$ cat src/rtl/gpio_pad_ctrl_if.sv
// Peripheral bus between the core and gpio_pad_ctrl.
// Latency: n/a (signal bundle only).
// Backpressure: requester holds sel until ready pulses.
//
// Ports: sel/write/addr/wdata (requester -> controller),
//        rdata/ready/irq (controller -> requester).
interface gpio_pad_ctrl_if;
  logic        sel;
  logic        write;
  logic [2:0]  addr;
  logic [31:0] wdata;
  logic [31:0] rdata;
  logic        ready;
  logic        irq;

  modport master (
    output sel, write, addr, wdata,
    input  rdata, ready, irq
  );

  modport slave (
    input  sel, write, addr, wdata,
    output rdata, ready, irq
  );
endinterface

$ cat src/rtl/gpio_pad_ctrl.sv
// Register-mapped GPIO pad controller with sequenced turnaround and edge interrupts.
// Latency: bus access completes 1 cycle after sel; OE enables rise TURN cycles after that.
// Backpressure: OE writes are held off (ready withheld) while a turnaround is pending.
//
// Ports: clk, reset (async, active-low); bus (slave side of gpio_pad_ctrl_if);
//        gpio_read (pad p2c), gpio_write (pad c2p), gpio_writeEnable (pad c2p_en).
module gpio_pad_ctrl #(
  parameter int N_PINS      = 8,
  parameter int SYNC_STAGES = 2,
  parameter int TURN        = 2
) (
  input  logic                clk,
  input  logic                reset,
  gpio_pad_ctrl_if.slave      bus,
  input  logic [N_PINS-1:0]   gpio_read,
  output logic [N_PINS-1:0]   gpio_write,
  output logic [N_PINS-1:0]   gpio_writeEnable
);

  localparam int CW = $clog2(TURN + 1);

  localparam logic [2:0] A_OUT     = 3'd0;
  localparam logic [2:0] A_OE      = 3'd1;
  localparam logic [2:0] A_IN      = 3'd2;
  localparam logic [2:0] A_RISE_EN = 3'd3;
  localparam logic [2:0] A_FALL_EN = 3'd4;
  localparam logic [2:0] A_PEND    = 3'd5;
  localparam logic [2:0] A_OE_EFF  = 3'd6;

  typedef enum logic {
    IDLE = 1'b0,
    HOLD = 1'b1
  } dir_state_t;

  dir_state_t        state_q;
  logic [CW-1:0]     cnt_q;
  logic [N_PINS-1:0] up_q;
  logic [N_PINS-1:0] eff_q;

  logic [N_PINS-1:0] out_q;
  logic [N_PINS-1:0] oe_q;
  logic [N_PINS-1:0] rise_en_q;
  logic [N_PINS-1:0] fall_en_q;
  logic [N_PINS-1:0] pend_q;
  logic [N_PINS-1:0] sync_q [SYNC_STAGES];
  logic [N_PINS-1:0] dly_q;

  logic              ready_q;
  logic [31:0]       rdata_q;

  logic              oe_stall;
  logic              accept;
  logic              wr;
  logic              oe_wr;
  logic [N_PINS-1:0] wdat;
  logic [N_PINS-1:0] in_sync;
  logic [N_PINS-1:0] pend_set;
  logic [N_PINS-1:0] pend_clr;
  logic [31:0]       rd_val;
  logic              unused_wdata;

  function automatic logic [31:0] zext(input logic [N_PINS-1:0] v);
    logic [31:0] r;
    r = '0;
    r[N_PINS-1:0] = v;
    return r;
  endfunction

  // An OE write cannot start a new turnaround while one is in flight.
  // The !ready_q term keeps a still-held sel from being taken twice.
  assign oe_stall = bus.write && (bus.addr == A_OE) && (state_q == HOLD);
  assign accept   = bus.sel && !ready_q && !oe_stall;
  assign wr       = accept && bus.write;
  assign oe_wr    = wr && (bus.addr == A_OE);
  assign wdat     = bus.wdata[N_PINS-1:0];

  // Bits of wdata above N_PINS have no register behind them.
  assign unused_wdata = ^bus.wdata;

  assign in_sync  = sync_q[SYNC_STAGES-1];
  assign pend_set = (in_sync & ~dly_q & rise_en_q) | (~in_sync & dly_q & fall_en_q);
  assign pend_clr = (wr && (bus.addr == A_PEND)) ? wdat : '0;

  always_comb begin
    rd_val = '0;
    case (bus.addr)
      A_OUT:     rd_val = zext(out_q);
      A_OE:      rd_val = zext(oe_q);
      A_IN:      rd_val = zext(in_sync);
      A_RISE_EN: rd_val = zext(rise_en_q);
      A_FALL_EN: rd_val = zext(fall_en_q);
      A_PEND:    rd_val = zext(pend_q);
      A_OE_EFF:  rd_val = zext(eff_q);
      default:   rd_val = '0;
    endcase
  end

  // Bus response and plain registers.
  always_ff @(posedge clk or negedge reset) begin
    if (!reset) begin
      ready_q   <= 1'b0;
      rdata_q   <= '0;
      out_q     <= '0;
      oe_q      <= '0;
      rise_en_q <= '0;
      fall_en_q <= '0;
      pend_q    <= '0;
    end else begin
      ready_q <= accept;
      rdata_q <= (accept && !bus.write) ? rd_val : '0;
      if (wr) begin
        case (bus.addr)
          A_OUT:     out_q     <= wdat;
          A_OE:      oe_q      <= wdat;
          A_RISE_EN: rise_en_q <= wdat;
          A_FALL_EN: fall_en_q <= wdat;
          default:   ;
        endcase
      end
      // Set is ORed in after the clear so a same-cycle edge is never lost.
      pend_q <= (pend_q & ~pend_clr) | pend_set;
    end
  end

  // Input synchronizer plus one delay stage for edge detection.
  always_ff @(posedge clk or negedge reset) begin
    if (!reset) begin
      for (int i = 0; i < SYNC_STAGES; i++) sync_q[i] <= '0;
      dly_q <= '0;
    end else begin
      sync_q[0] <= gpio_read;
      for (int i = 1; i < SYNC_STAGES; i++) sync_q[i] <= sync_q[i-1];
      dly_q <= in_sync;
    end
  end

  // Direction sequencer: enables drop at once, rise only after TURN cycles.
  always_ff @(posedge clk or negedge reset) begin
    if (!reset) begin
      state_q <= IDLE;
      cnt_q   <= '0;
      up_q    <= '0;
      eff_q   <= '0;
    end else begin
      case (state_q)
        IDLE: begin
          if (oe_wr) begin
            // eff & new == eff with the 'down' bits removed.
            eff_q <= eff_q & wdat;
            if (|(wdat & ~eff_q)) begin
              up_q    <= wdat & ~eff_q;
              cnt_q   <= CW'(TURN);
              state_q <= HOLD;
            end
          end
        end
        HOLD: begin
          // The edge that takes the counter to zero is the one that
          // releases the held enables, giving exactly TURN cycles of hold.
          if (cnt_q <= CW'(1)) begin
            eff_q   <= eff_q | up_q;
            up_q    <= '0;
            cnt_q   <= '0;
            state_q <= IDLE;
          end else begin
            cnt_q <= cnt_q - CW'(1);
          end
        end
        default: state_q <= IDLE;
      endcase
    end
  end

  assign bus.ready        = ready_q;
  assign bus.rdata        = rdata_q;
  assign bus.irq          = |pend_q;
  assign gpio_write       = out_q;
  assign gpio_writeEnable = eff_q;

endmodule

$ cat src/flat_wrapper.sv
// flat-port wrapper written by rule: the top's interface ports become plain ports
module gpio_pad_ctrl_flat 
#(
  parameter int N_PINS      = 8,
  parameter int SYNC_STAGES = 2,
  parameter int TURN        = 2
)
  (clk, reset, gpio_read, gpio_write, gpio_writeEnable, bus_sel, bus_write, bus_addr, bus_wdata, bus_rdata, bus_ready, bus_irq);
  gpio_pad_ctrl_if bus_i ();
  input  logic clk;
  input  logic reset;
  input  logic [N_PINS-1:0] gpio_read;
  output logic [N_PINS-1:0] gpio_write;
  output logic [N_PINS-1:0] gpio_writeEnable;
  input wire logic [$bits(bus_i.sel)-1:0] bus_sel;
  input wire logic [$bits(bus_i.write)-1:0] bus_write;
  input wire logic [$bits(bus_i.addr)-1:0] bus_addr;
  input wire logic [$bits(bus_i.wdata)-1:0] bus_wdata;
  output wire logic [$bits(bus_i.rdata)-1:0] bus_rdata;
  output wire logic [$bits(bus_i.ready)-1:0] bus_ready;
  output wire logic [$bits(bus_i.irq)-1:0] bus_irq;
  assign bus_i.sel = bus_sel;
  assign bus_i.write = bus_write;
  assign bus_i.addr = bus_addr;
  assign bus_i.wdata = bus_wdata;
  assign bus_rdata = bus_i.rdata;
  assign bus_ready = bus_i.ready;
  assign bus_irq = bus_i.irq;
  gpio_pad_ctrl #(.N_PINS(N_PINS), .SYNC_STAGES(SYNC_STAGES), .TURN(TURN)) u_core (.clk(clk), .reset(reset), .bus(bus_i), .gpio_read(gpio_read), .gpio_write(gpio_write), .gpio_writeEnable(gpio_writeEnable));
endmodule
$ cat config.mk
export PLATFORM = sky130hd
export DESIGN_NAME = gpio_pad_ctrl_flat
export DESIGN_NICKNAME = d
export VERILOG_FILES = /design/src/rtl/gpio_pad_ctrl_if.sv /design/src/rtl/gpio_pad_ctrl.sv /design/src/flat_wrapper.sv
export SDC_FILE = /design/constraint.sdc
export NUM_CORES = 1
export LEC_CHECK = 0
export ABC_AREA = 0
export CAP_MARGIN = 0
export CORE_MARGIN = 8
export CORE_UTILIZATION = 50
export DETAILED_ROUTE_END_ITERATION = 12
export PLACE_DENSITY_LB_ADDON = 0.3
export SLEW_MARGIN = 20
export SYNTH_ARGS = -nofsm -noshare
export SYNTH_HDL_FRONTEND = slang
export SYNTH_SLANG_ARGS = --single-unit
$ cat constraint.sdc
create_clock -name clk -period 4.4 [get_ports clk]
set_clock_uncertainty 0.05 [all_clocks]
set_input_delay 0.88 -clock clk [delete_from_list [all_inputs] [get_ports clk]]
set_output_delay 0.88 -clock clk [all_outputs]
set_load 0.02 [all_outputs]
# Word level (Yosys, flattened, before mapping)
# Cells that the tools add are included.
# totals
word_cells	79
regBits	116
output_inout_bits	50
inputBits	47
# op_classes
n_mux	18
n_addsub	1
n_lt_le_gt_ge	1
n_eq_ne	9
n_reduce_logical	21
bitwise_logic	15
# op_table
op	n
$and A8 B8 Y8	7
$mux W8	7
$pmux W8 S7	1
$not A8 Y8	4
$pmux W8 S2	2
$or A8 B8 Y8	3
$reduce_or A8 Y1	2
$reduce_and A2 Y1	6
$eq A3 B3 Y1 const B	3
$logic_and A1 B1 Y1	8
$eq A3 B2 Y1 const B	2
$mux W2	3
$ne A2 B1 Y1 const B	2
$pmux W2 S2	1
$eq A3 B1 Y1 const B	1
$logic_not A1 Y1	3
$logic_not A3 Y1	1
$mux W1	3
$reduce_and A3 Y1	1
$le A2 B1 Y1 const B	1
$ne A2 B2 Y1 const B	1
$pmux W1 S2	1
$sub A2 B1 Y2 const B	1
$not A1 Y1	1

# Depth between registers and ports, before layout
# depth
word_depth	11
ltp_mapped	7
depth_no_buf	4

# Worst setup path after synthesis
# OpenSTA, ideal clock, no wires.
# synth_timing
path_type	input -> register
startpoint	in bus_addr[0]
endpoint	reg u_core.up_q[1]
slack_ps	2260
required_ps	4230
setup_ps	120
cell_stages	7
arrival_ps	1970
path_buffers	3
cell_sequence	buf_4 -> nor3b_4 -> nand4bb_1 -> buf_2 -> o21bai_4 -> buf_6 -> a31o_1
# synth_between
elab_chain_cells	9
# synth_rtl
item	line	text
start, declared	flat_wrapper.sv:17	input wire logic [$bits(bus_i.addr)-1:0] bus_addr;
$eq A3 B1 Y1 (*)	gpio_pad_ctrl.sv:71, gpio_pad_ctrl.sv:74	
$logic_and A1 B1 Y1 (2 in a row)	gpio_pad_ctrl.sv:71	assign oe_stall = bus.write && (bus.addr == A_OE) && (state_q == HOLD);
$logic_not A1 Y1	gpio_pad_ctrl.sv:72	assign accept = bus.sel && !ready_q && !oe_stall;
$logic_and A1 B1 Y1	gpio_pad_ctrl.sv:72	
$logic_and A1 B1 Y1	gpio_pad_ctrl.sv:73	assign wr = accept && bus.write;
$logic_and A1 B1 Y1 (*)	gpio_pad_ctrl.sv:74	assign oe_wr = wr && (bus.addr == A_OE);
$ne A2 B1 Y1 (no line) (*)	--	
$reduce_and A3 Y1 (no line) (*)	--	
end signal, assigned	gpio_pad_ctrl.sv:151	up_q <= wdat & ~eff_q;
end, declared	gpio_pad_ctrl.sv:37	logic [N_PINS-1:0] up_q;
# Mark *: on every way between the ends. The rest lies on a longest branch, timed or not.
# A chain may end at the register's enable or synchronous reset.

# Final worst setup path
# layout_timing
startpoint	in bus_addr[1]
endpoint	reg u_core.pend_q[7]
# layout_between
elab_chain_cells	11
elab_cells_between_ends	12
classes_between	eq/ne: 2; mux: 1; bitwise: 3; reduce/logical: 6
# layout_rtl
item	line	text
$eq A3 B1 Y1	gpio_pad_ctrl.sv:71	
$logic_and A1 B1 Y1 (2 in a row)	gpio_pad_ctrl.sv:71	
$logic_not A1 Y1	gpio_pad_ctrl.sv:72	
$logic_and A1 B1 Y1	gpio_pad_ctrl.sv:72	
$logic_and A1 B1 Y1	gpio_pad_ctrl.sv:73	
$logic_and A1 B1 Y1 (*)	gpio_pad_ctrl.sv:82	assign pend_clr = (wr && (bus.addr == A_PEND)) ? wdat : '0;
$mux W8 (*)	gpio_pad_ctrl.sv:82	
$not A8 Y8 (*)	gpio_pad_ctrl.sv:121	pend_q <= (pend_q & ~pend_clr) | pend_set;
$and A8 B8 Y8 (*)	gpio_pad_ctrl.sv:121	
$or A8 B8 Y8 (*)	gpio_pad_ctrl.sv:121	
end signal, assigned	gpio_pad_ctrl.sv:121	
end, declared	gpio_pad_ctrl.sv:44	logic [N_PINS-1:0] pend_q;
# Marked as above.

==> summary.md <==
| Metric | Value |
|---|---|
| Status | `finished, final reports clean` |
| Total of fill cells in the finished design | `634` |
| Via/cell ratio | `around 5.4` |
| Peak supply drop | `0.000240 V` |
| Global Route met1 Usage | `20.1%` |
| Count leader, synth | `dfrtp_1` |
| Clock slew at reported path FFs | `0.08 ns` |
| Drt pass-1 iters | `4` |
| Met3 Resource Use GR | `3.84%` |
| Die ar. | `11,200 um^2` |
| First-pass GRT wire length | `around 14 mm` |
| Critical Path AT | `3.23 ns` |
| Part of the cycle the worst path needs | `69.5%` |
| Starting Density | `52.0%` |
| Largest net degree at the start of global routing | `73` |
| CTS Root Cell | `clkbuf_8` |
| Slew @ Worst Pin | `0.895 ns` |
| Clock buffer depth | `2` |
| Met2 usage | `26.8%` |
| Launching point of the worst reg2reg path | `u_core.bus.ready` |
| Post-DP Area | `4510 um^2` |
| Post-CTS Setup Inserts | `0` |
| Register area | `2300 um^2` |
| TNS Setup | `0 ns` |
| Cell taking the most area after synthesis | `dfrtp_1` |
| # IOs | `a little under 100` |
| Maximum net fanout on the critical path | `13` |
| Total GRT Usage | `16.3%` |
| Synth Cell Area | `4040 um^2` |
| Slew Limit Fails | `0` |
| Yosys warning total | `0` |
| Placed Cells | `500` |
| Post-Route Utilization | `just over 60%` |
| Ys async rst share | `100%` |
| CP endpoint kind | `flop` |
| H-tree levels | `3` |
| Layout area overhead | `17.6%` |
| #FFs+latches synth | `a little over 90` |
| # diodes | `0` |
| Horiz. Die Dim | `106 um` |
| HP Start | `u_core.sync_q[10]` |
| Routability cong. | `~0.81` |
| Worst Path Class, Setup | `in -> reg` |
| Final nets | `456` |
| Global route hottest layer | `met2` |
| Launch point of the worst path | `bus_addr[1]` |
| Pleak | `2.09 nW` |
| Top FF cell, synth | `dfrtp_1` |
| Post-DP HPWL | `6.34 mm` |
| Worst hold path stage count | `0` |
| Top post-synthesis cells by area | `dfrtp_1 (57%), mux2_2 (5.6%), buf_4 (4.8%)` |
| R2R depth | `3` |
| Place WS | `1.00 ns` |
| HP Class | `reg -> reg` |
| Layout cells sized above 1 | `12.1%` |
| DIE HEIGHT | `106 um` |
| Antenna-violating nets left | `0` |
| Via count | `between 2,000 and 3,000` |
| Clock Sinks | `92` |
| Synth Instances | `362` |
| List of most frequent post-synthesis cells | `dfrtp_1 (92), nand2_1 (31), nor2_1 (31), o21ai_0 (30), buf_4 (26)` |
| TritonCTS clock tree | `built` |
| Fin crit period | `3.06 ns` |
| Initial antenna violation count | `0` |
| Mean Syn Cell Area | `11.2 um^2` |
| CP Data Required Time | `4.57 ns` |
| PostCTS Resize Cnt | `0` |
| Multi-input gate area | `1520 um^2` |
| Port Buffers | `48` |
| RSZ-0062 raised after global routing | `false` |
| Startpoint types | `input pin` |
| Yosys top cell area share | `57.0%` |
| Vias in the first global route | `2,833` |
| Setup violators final | `0` |
| Max Freq | `327 MHz` |
| Final hold vios | `0` |
| Power Density | `451 nW/um^2` |
| GRT Residual Overflow | `0` |
| Post-synth EDFFs | `0` |
| Worst skew pair latency | `0.35 ns` |
| Max-Cap Viols | `0` |
| Site Rows | `32` |
| Post-Route WL | `9.02 mm` |
| CTS buffer count | `9` |
| Core Region | `7770 um^2` |
| Avg WL per Cell | `17.5 um` |
| Final worst setup slack | `1.34 ns` |
| Distinct cells, synth | `38` |
| Finished Cell Area | `4750 um^2` |
| DRC violations left | `0` |
| Sequential area share after synthesis | `57.0%` |
| Non-filler cells, final | `~520` |
| CTS Hold Bufs | `0` |
| Detailed Route Iter0 Violations | `131` |
| Max transition margin | `40.3%` |
## stage by stage
stage | hold slack, ns | power (mW)
after global routing | 0.315 | 2.24
after detailed placement | 0.285 | 1.49
after CTS | 0.304 | 2.15
final | 0.303 | 2.14
after global placement | 0.283 | 1.47
after floorplan | 0.281 | 1.32
## placed cells by master (no fill, tap or decap), types with 2 or more instances in the layout
cell / netlist / routed
nand2b_1: 13 / 13
a2bb2oi_1: 2 / 2
nand2_1: 31 / 31
nor4_1: 2 / 2
inv_1: 9 / 9
buf_4: 26 / 8
o211ai_1: 8 / 8
nand3_1: 7 / 7
a31oi_1: 5 / 5
a211oi_1: 2 / 2
clkdlybuf4s50_1: 0 / 47
nor2b_1: 5 / 5
o21ai_0: 30 / 30
clkbuf_8: 0 / 9
a22oi_1: 2 / 2
a31o_1: 7 / 7
dfrtp_1: 92 / 92
nand3b_1: 12 / 12
nor2_1: 31 / 31
nand4_1: 2 / 2
mux4_2: 3 / 3
conb_1: 1 / 24
a21oi_1: 13 / 13
bufinv_16: 0 / 3
mux2i_1: 9 / 9
mux2_2: 20 / 20
and3_1: 4 / 4
## critical path: stages
cell and delay (ns):
clkdlybuf4s50_1 0.73, buf_4 0.34, nor2b_1 0.37, nand3_1 0.45, o21ai_0 0.33, o211ai_1 0.12
## sequential cells by signal (all words and copies together), names as in the netlist
| register | flops |
|---|---|
| u_core.gpio_writeEnable | 8 |
| u_core.rise_en_q | 8 |
| u_core.dly_q | 8 |
| u_core.bus.ready | 1 |
| u_core.in_sync | 8 |
| u_core.pend_q | 8 |
| u_core.sync_q | 8 |
| u_core.gpio_write | 8 |
| u_core.fall_en_q | 8 |
| u_core.state_q | 1 |
| u_core.cnt_q | 2 |
| u_core.oe_q | 8 |
| u_core.up_q | 8 |
| u_core.bus.rdata | 8 |
## report_power, final
| group | leakage (nW) | switching, mW | internal (mW) |
|---|---|---|---|
| Combinational | 0.847 | 0.209 | 0.195 |
| Clock | 0.120 | 0.290 | 0.376 |
| Sequential | 1.12 | 0.100 | 0.969 |
## worst paths after layout
kind	to	slack [ns]
min in group asynchronous	u_core.sync_q[13]	0.60
worst max register to register	u_core.rise_en_q[6]	2.64
worst min register to register	u_core.in_sync[2]	0.30
worst min-delay path	u_core.in_sync[2]	0.30
max in group asynchronous	u_core.oe_q[5]	2.87
worst max-delay path	u_core.pend_q[7]	1.34
## cell type report
type / count / area share [%]
clock buffers: 9 / 2.61
clock inverters: 6 / 2.37
repair buffers: 55 / 11.2
multi-input cells: 242 / 32.0
inverters: 9 / 0.711
flip-flops and latches: 92 / 48.5
well taps: 102 / 2.69
## logic make-up (layout without fill, tap and decap cells)
family | after synthesis | after routing | share of synthesized area [%]
flip-flops | 92 | 92 | 57.0
multiplexers | 32 | 32 | 9.48
XOR/XNOR | 1 | 1 | 0.217
other | 1 | 24 | 0.0928
AO/OA/AOI/OAI | 74 | 74 | 11.6
buffers and inverters | 51 | 79 | 7.56
AND/OR/NAND/NOR | 111 | 111 | 14.0
## metal layers
metal	wire length (um)	vias to the layer above
met4	161	0
met3	651	11
met5	0	-
met2	4340	92
met1	3870	1358
li1	-	1300
(Power assumes the default switching activity.)
